===== config.mk =====
export PLATFORM = sky130hd
export DESIGN_NAME = cur_mb_loader
export DESIGN_NICKNAME = d
export VERILOG_FILES = /design/src/rtl/cur_mb_loader.sv
export SDC_FILE = /design/constraint.sdc
export NUM_CORES = 2
export LEC_CHECK = 0
export CORE_AREA = 3 3 372 374
export CTS_BUF_LIST = sky130_fd_sc_hd__clkbuf_4
export DETAILED_ROUTE_END_ITERATION = 12
export DIE_AREA = 0 0 375 377
export GPL_ROUTABILITY_DRIVEN = 0
export PLACE_DENSITY = 0.82
export SLEW_MARGIN = 10
export SYNTH_ARGS = -nofsm -noshare
export SYNTH_HDL_FRONTEND = slang
export SYNTH_SLANG_ARGS = --single-unit

===== constraint.sdc =====
create_clock -name clk -period 4.5 [get_ports clk]
set_input_delay 0.675 -clock clk [delete_from_list [all_inputs] [get_ports clk]]
set_output_delay 0.675 -clock clk [all_outputs]
set_load 0.02 [all_outputs]

===== src/rtl/cur_mb_loader.sv =====
// rtl/cur_mb_loader.sv - current-frame macroblock loader: 64-word fetch, 16-row stream out
//
// Ports:
//   clk        - single clock, rising edge
//   rst        - asynchronous active-high reset
//   start      - frame start request, sampled only while idle
//   read_en    - word request to the current-frame memory (64 cycles per MB)
//   cur_data   - 32-bit frame word, valid in the cycle read_en is high, byte 0 = lowest pixel
//   row_valid  - row_data/row_idx/mb_idx hold a valid MB row
//   row_ready  - consumer accepts the row
//   row_data   - 16 pixels of one MB row, pixel k at bits 8k+7:8k
//   row_idx    - row number within the MB
//   mb_idx     - MB number within the frame
//   busy       - high whenever not idle
//   frame_done - one-cycle pulse after the last row of the frame is accepted
module cur_mb_loader #(
    parameter int NUM_MB = 8160
) (
    input  logic         clk,
    input  logic         rst,
    input  logic         start,
    output logic         read_en,
    input  logic [31:0]  cur_data,
    output logic         row_valid,
    input  logic         row_ready,
    output logic [127:0] row_data,
    output logic [3:0]   row_idx,
    output logic [15:0]  mb_idx,
    output logic         busy,
    output logic         frame_done
);

    typedef enum logic [1:0] {
        IDLE = 2'd0,
        LOAD = 2'd1,
        SEND = 2'd2
    } state_t;

    localparam logic [15:0] LAST_MB = 16'(NUM_MB - 1);

    state_t       state;
    logic [5:0]   word_cnt;
    logic [127:0] mb_buf [16];
    logic         transfer;

    assign transfer = row_valid && row_ready;

    // MB pixel buffer. Not reset: row_data is masked until the first SEND.
    // Word w lands in row w/4, lane w%4 (lane 0 = pixels 0..3).
    always_ff @(posedge clk) begin
        if (read_en) begin
            mb_buf[word_cnt[5:2]][{word_cnt[1:0], 5'd0} +: 32] <= cur_data;
        end
    end

    // Masking with row_valid keeps row_data at zero in reset and before the
    // first row without needing to clear the buffer.
    always_comb begin
        row_data = '0;
        if (row_valid) begin
            row_data = mb_buf[row_idx];
        end
    end

    always_ff @(posedge clk or posedge rst) begin
        if (rst) begin
            state      <= IDLE;
            read_en    <= 1'b0;
            row_valid  <= 1'b0;
            busy       <= 1'b0;
            frame_done <= 1'b0;
            row_idx    <= 4'd0;
            mb_idx     <= 16'd0;
            word_cnt   <= 6'd0;
        end else begin
            frame_done <= 1'b0;
            case (state)
                IDLE: begin
                    if (start) begin
                        state    <= LOAD;
                        read_en  <= 1'b1;
                        busy     <= 1'b1;
                        mb_idx   <= 16'd0;
                        word_cnt <= 6'd0;
                        row_idx  <= 4'd0;
                    end
                end

                LOAD: begin
                    // read_en is high for the whole of LOAD; each edge captures one word.
                    // word_cnt wraps from 63 back to 0, ready for the next MB.
                    word_cnt <= word_cnt + 6'd1;
                    if (word_cnt == 6'd63) begin
                        state     <= SEND;
                        read_en   <= 1'b0;
                        row_valid <= 1'b1;
                        row_idx   <= 4'd0;
                    end
                end

                SEND: begin
                    if (transfer) begin
                        if (row_idx != 4'd15) begin
                            row_idx <= row_idx + 4'd1;
                        end else begin
                            row_valid <= 1'b0;
                            row_idx   <= 4'd0;
                            if (mb_idx == LAST_MB) begin
                                state      <= IDLE;
                                busy       <= 1'b0;
                                frame_done <= 1'b1;
                            end else begin
                                state   <= LOAD;
                                read_en <= 1'b1;
                                mb_idx  <= mb_idx + 16'd1;
                            end
                        end
                    end
                end

                default: begin
                    state     <= IDLE;
                    read_en   <= 1'b0;
                    row_valid <= 1'b0;
                    busy      <= 1'b0;
                end
            endcase
        end
    end

endmodule


Yosys cells after proc, flatten, opt, wreduce, memory -nomap -nowiden
Memory sizes are Yosys's and may differ from the RTL's.
Cells that the tools add are included.
{ "totals": {"regBits": 32, "latchBits": 0, "mem_bits_rw": 2048, "rom_bits": 0, "inputBits": 36, "output_inout_bits": 152, "wordCells": 79, "memories": 1} }
{ "classes": {"n_addsub": 4, "mul": 0, "div_mod_pow": 0, "magnitude_cmp": 0, "eq_ne": 11, "n_shift": 2, "mux": 39, "bitwise_logic": 2, "n_reduce_logical": 12} }
{ "memory_table": {"columns": ["memory", "depth", "width", "read_ports", "rd_clocked_by_memory_dff", "wr", "line_no", "source"], "rows": [
  ["mb_buf", 16, 128, 1, 0, 1, "43", "logic [127:0] mb_buf [16];"]
]} }
{ "op_table": {"columns": ["operator", "count"], "rows": [
  ["128-bit 2-to-1 mux", 2],
  ["32-bit by 9-bit variable shift with 128-bit output (first input constant)", 1],
  ["32-bit by 9-bit indexed part select with 128-bit output", 1],
  ["16-bit 2-to-1 mux", 4],
  ["16-bit case mux with 2 select lines", 1],
  ["1-bit 2-to-1 mux", 17],
  ["16-bit by 1-bit adder with 16-bit output (second input constant)", 1],
  ["16-bit by 13-bit equality test with 1-bit output (second input constant)", 1],
  ["4-bit 2-to-1 mux", 4],
  ["5-bit AND reduction", 3],
  ["2-bit inequality test (second input constant)", 6],
  ["4-bit case mux with 3 select lines", 1],
  ["6-bit case mux with 2 select lines", 1],
  ["4-bit AND reduction", 3],
  ["7-bit negation with 9-bit output", 1],
  ["1-bit case mux with 3 select lines", 3],
  ["2-bit 2-to-1 mux", 4],
  ["6-bit by 1-bit adder with 6-bit output (second input constant)", 1],
  ["6-bit equality test (second input constant)", 1],
  ["6-bit 2-to-1 mux", 1],
  ["2-bit case mux with 3 select lines", 1],
  ["4-bit by 1-bit adder with 4-bit output (second input constant)", 1],
  ["4-bit inequality test (second input constant)", 1],
  ["2-bit nonzero test", 2],
  ["7 further kinds", 8]
]} }

Depth between registers and ports, before layout
{ "depth": {"depth_word": 5, "depth_mapped": 8, "ltp_nobuf": 6} }

Worst setup path after synthesis
OpenSTA, ideal clock, no wires.
{ "synth_path": {"path_kind": "register to register", "start": "register word_cnt[0]", "end": "memory mb_buf[12][64], enable pin", "setup_ns": 0.421, "t_arrival_ns": 2.474, "required_time_ns": 4.079, "setup_slack_ns": 1.604, "path_stages_with_launch": 6, "n_path_buf": 1, "synth_period_minus_slack_ns": 2.896, "cell_sequence": "dfrtp_1 inv_1 ha_1 nand2_1 clkbuf_1 nor2_1"} }
{ "synth_between": {"elab_chain_len": 3} }
{ "synth_lines": {"columns": ["element", "line_no", "source"], "rows": [
  ["from (decl)", "42", "logic [5:0] word_cnt;"],
  ["from (signal assigned)", "92", "word_cnt <= word_cnt + 6'd1;"],
  ["7-bit negation with 9-bit output", "52", "mb_buf[word_cnt[5:2]][{word_cnt[1:0], 5'd0} +: 32] <= cur_data;"],
  ["32-bit by 9-bit variable shift with 128-bit output", "52", null],
  ["128-bit 2-to-1 mux (not written as such)", "52", null],
  ["to (decl)", "43", null]
]} }
Every way passes these cells.

Worst setup path in the final report
{ "layout_path": {"start": "register row_idx[0]", "end": "output port row_data[105]"} }
{ "layout_between": {"elab_chain_len": 2} }
{ "layout_lines": {"columns": ["element", "line_no", "source"], "rows": [
  ["from (decl)", "27", "output logic [3:0] row_idx,"],
  ["from (signal assigned)", "104", "row_idx <= row_idx + 4'd1;"],
  ["memory read 16 x 128 bit", null, null],
  ["128-bit 2-to-1 mux", "60", "if (row_valid) begin"],
  ["to (decl)", "26", "output logic [127:0] row_data,"]
]} }
Every way passes these cells.

==> results by group <==
Synth
  – Ys flop type: edfxtp_1
  – Top-count cell post-synth: edfxtp_1
  – Synth area leader: edfxtp_1
  – Synthesized area: between 80000 and 90000 um^2
  – Post-Syn Instances: just under 4000
  – YS warnings: 0
  – Synthesized flop and latch total: around 2100
  – Seq/Total Area, Yosys: 0.769
  – Library cells used by synthesis: 47
  – Synth Area per Inst: approximately 21 um^2
  – Area contributors post-synth: edfxtp_1, mux4_2, mux2i_1, and2_1, dfrtp_1
  – Top cell type's share of synthesized area: 0.760
  – Commonest cells post-synth: edfxtp_1, mux4_2, mux2i_1, and2_1, nand2_1
  – EDFF count, synth: 2048
  – Async SR Flop Fraction: 0.0154
  – Net count after synthesis: approximately 4000

GRT
  – GRT Total Usage: 0.295
  – Vias in the first global route: about 45000
  – Global-route wire length before repair: between 200 and 300 mm
  – Grt total ovfl: 0
  – Initial antenna violation count: 30
  – Largest net degree at the start of global routing: 70

Critical path
  – Crit path launch: row_idx[0]
  – Crit. End Element: primary output
  – Reg-to-Reg Start: row_idx[1]
  – CP startpoint kind: flop
  – CP Max Fanout: 12
  – WP data required: 3.83 ns
  – Critical path type: reg2out
  – CP arrival: approximately 3.7 ns

Die
  – Row cnt: 135
  – Starting Density: 0.598
  – Die Y-Extent: between 300 and 400 um
  – Full die area: approximately 140000 um^2
  – DIE WIDTH: ~380 um
  – I/O pins: roughly 190
  – Core area: 135000 um^2

STA
  – Slew @ Worst Pin: around 1.3 ns
  – Hold slack final: 0.388 ns
  – Slew Limit Fails: 0
  – Final period utilization: 0.970
  – F_max: roughly 230 MHz
  – Setup TNS: 0 ns
  – # setup viols final: 0
  – Worst relative slew slack: 0.145
  – RSZ-0062 raised after global routing: true
  – Min cycle time layout: around 4.4 ns
  – Clk_skew: between 0.08 and 0.09 ns
  – Endpoints failing hold: 0

CTS
  – H-tree levels: 6
  – Worst-Skew Late Latency: about 1.3 ns
  – Clock buffer depth: 4
  – Clk root buf: clkbuf_4
  – TritonCTS Sinks: about 2100
  – Clock transition at the registers of the reported paths: 0.06 ns
  – Num CTS Buffers: about 530
  – CTS tree: yes

Route
  – Pre-antenna DRT Iters: 5
  – Post-DRT Antenna Nets: 0
  – Vias/cell: between 6 and 7
  – DR iter-0 viols: between 5000 and 6000
  – Routed wire length: between 200 and 250 mm
  – WL/cell: between 30 and 40 um
  – Vias: 44300
  – DR DRC count: 0

Placement
  – HPWL after detailed placement: roughly 110 mm
  – Port Buffers: ~190

Power and ir drop
  – Pleak: just over 30 nW
  – Power per cell area: around 480 nW/um^2
  – VDD IR max: about 0.35 mV

Layout
  – Fillcell total: 7864
  – Final nets: around 4600
  – Share of cells above drive strength 1: 0.332
  – Syn-to-layout area delta: 15.9%

Job
  – Max-Cap Viols: 0

Min path
  – Min-Delay Path Class: in2async

Outcome
  – Status: finished, final reports clean
## worst paths after layout
kind / to / slack, ns / depth (start not counted)
max: row_data[105] / 0.13 / 7
min: frame_done / 0.39 / 3
max reg2reg: mb_idx[9] / 1.49 / 10
min reg2reg: mb_idx[12] / 0.52 / 1
max in group asynchronous: row_idx[0] / 3.39 / 4
min in group clk: busy / 0.45 / 3
## worst max-delay path, stage by stage (launching register included)
cell and delay, ns:
dfrtp_4 0.49, buf_4 0.20, buf_6 0.22, buf_16 0.20, mux4_2 0.53, mux2i_1 0.25, o22ai_2 0.20, clkdlybuf4s15_1 0.33
## registers in the layout, indices dropped and copies added, names as in the netlist, 2 cells and up
| name | cells |
|---|---|
| mb_buf | 2048 |
| mb_idx | 16 |
| row_idx | 4 |
| state | 2 |
| word_cnt | 6 |
## per-stage QoR
stage | power [mW] | std cells | worst slack, ns | utilization | area, um^2
2_1_floorplan | 27.5 | 3865 | 1.60 | - | 81000
3_3_place_gp | 29.8 | 5772 | 0.741 | 0.638 | 86300
3_5_place_dp | 30.1 | 5772 | 0.753 | 0.638 | 86300
4_1_cts | 45.2 | 6680 | -0.136 | 0.691 | 93500
5_1_grt | 46.7 | 6701 | -0.0429 | 0.693 | 93700
6_report | 45.1 | 6737 | 0.133 | 0.694 | 93800
## cell type report
class	count	area, um^2	share of cell area
Tap cell	1781	2230	0.0237
Timing Repair inverter	1	8.76	0.0000933
Clock buffer	732	5500	0.0586
Clock inverter	136	783	0.00835
Timing Repair Buffer	398	4430	0.0472
Sequential cell	2080	62300	0.664
Inverter	11	57.6	0.000613
Antenna cell	41	103	0.00109
Multi-Input combinational cell	1557	18400	0.196
## metal layers
metal	share of wire	GRT usage	routed length, um	vias to the layer above
li1	-	-	-	17800
met1	0.33	0.377	68400	22400
met2	0.49	0.457	102000	3452
met3	0.14	0.0961	28700	579
met4	0.043	0.154	8830	10
met5	0.00036	0	74	-
## placed cells by master (no fill, tap or decap), types with 8 or more instances in the layout
cell type / n
clkdlybuf4s15_1: 11
buf_16: 21
o21ai_1: 16
bufinv_16: 9
nor2_4: 66
o22ai_2: 21
buf_4: 136
clkbuf_2: 15
nor2_1: 15
mux2i_1: 292
mux2_2: 65
a21oi_1: 52
mux2i_2: 10
diode_2: 41
dfrtp_1: 27
nor2b_1: 28
inv_2: 15
buf_12: 30
and2_1: 133
clkinv_1: 92
nand2_1: 128
clkinv_2: 16
a32oi_1: 21
nand3_1: 20
clkbuf_4: 732
nand4_1: 8
dlygate4sd2_1: 84
inv_1: 10
edfxtp_1: 2048
buf_6: 10
a211oi_1: 23
clkdlybuf4s15_2: 12
o21ai_0: 46
clkdlybuf4s50_1: 59
o22ai_1: 85
o211ai_1: 45
mux4_2: 426
## power by group
part           internal [mW]  total (mW)  switching [mW]
sequential              24.1        24.4           0.327
clock                   8.01        15.4            7.37
combinational           1.21        5.32            4.11
## logic make-up (layout without fill, tap and decap cells)
family	count (synthesis)	after routing	synth area share
other	0	41	0
flip-flops	2080	2080	0.769
AO/OA/AOI/OAI	331	331	0.0259
adder cells (fa/ha/maj)	7	7	0.00108
multiplexers	793	793	0.165
AND/OR/NAND/NOR	423	426	0.0259
buffers and inverters	231	1278	0.0127
## what timing repair did
action	CTS	global route
hold buffers	2	0
pin swaps	1	3
cloned	14	7
buffers inserted	24	9
setup endpoints to repair	128	75
endpoints found under the hold margin	19	0
gates resized for setup	241	57
Note: power is estimated with default switching activity, not from simulation.
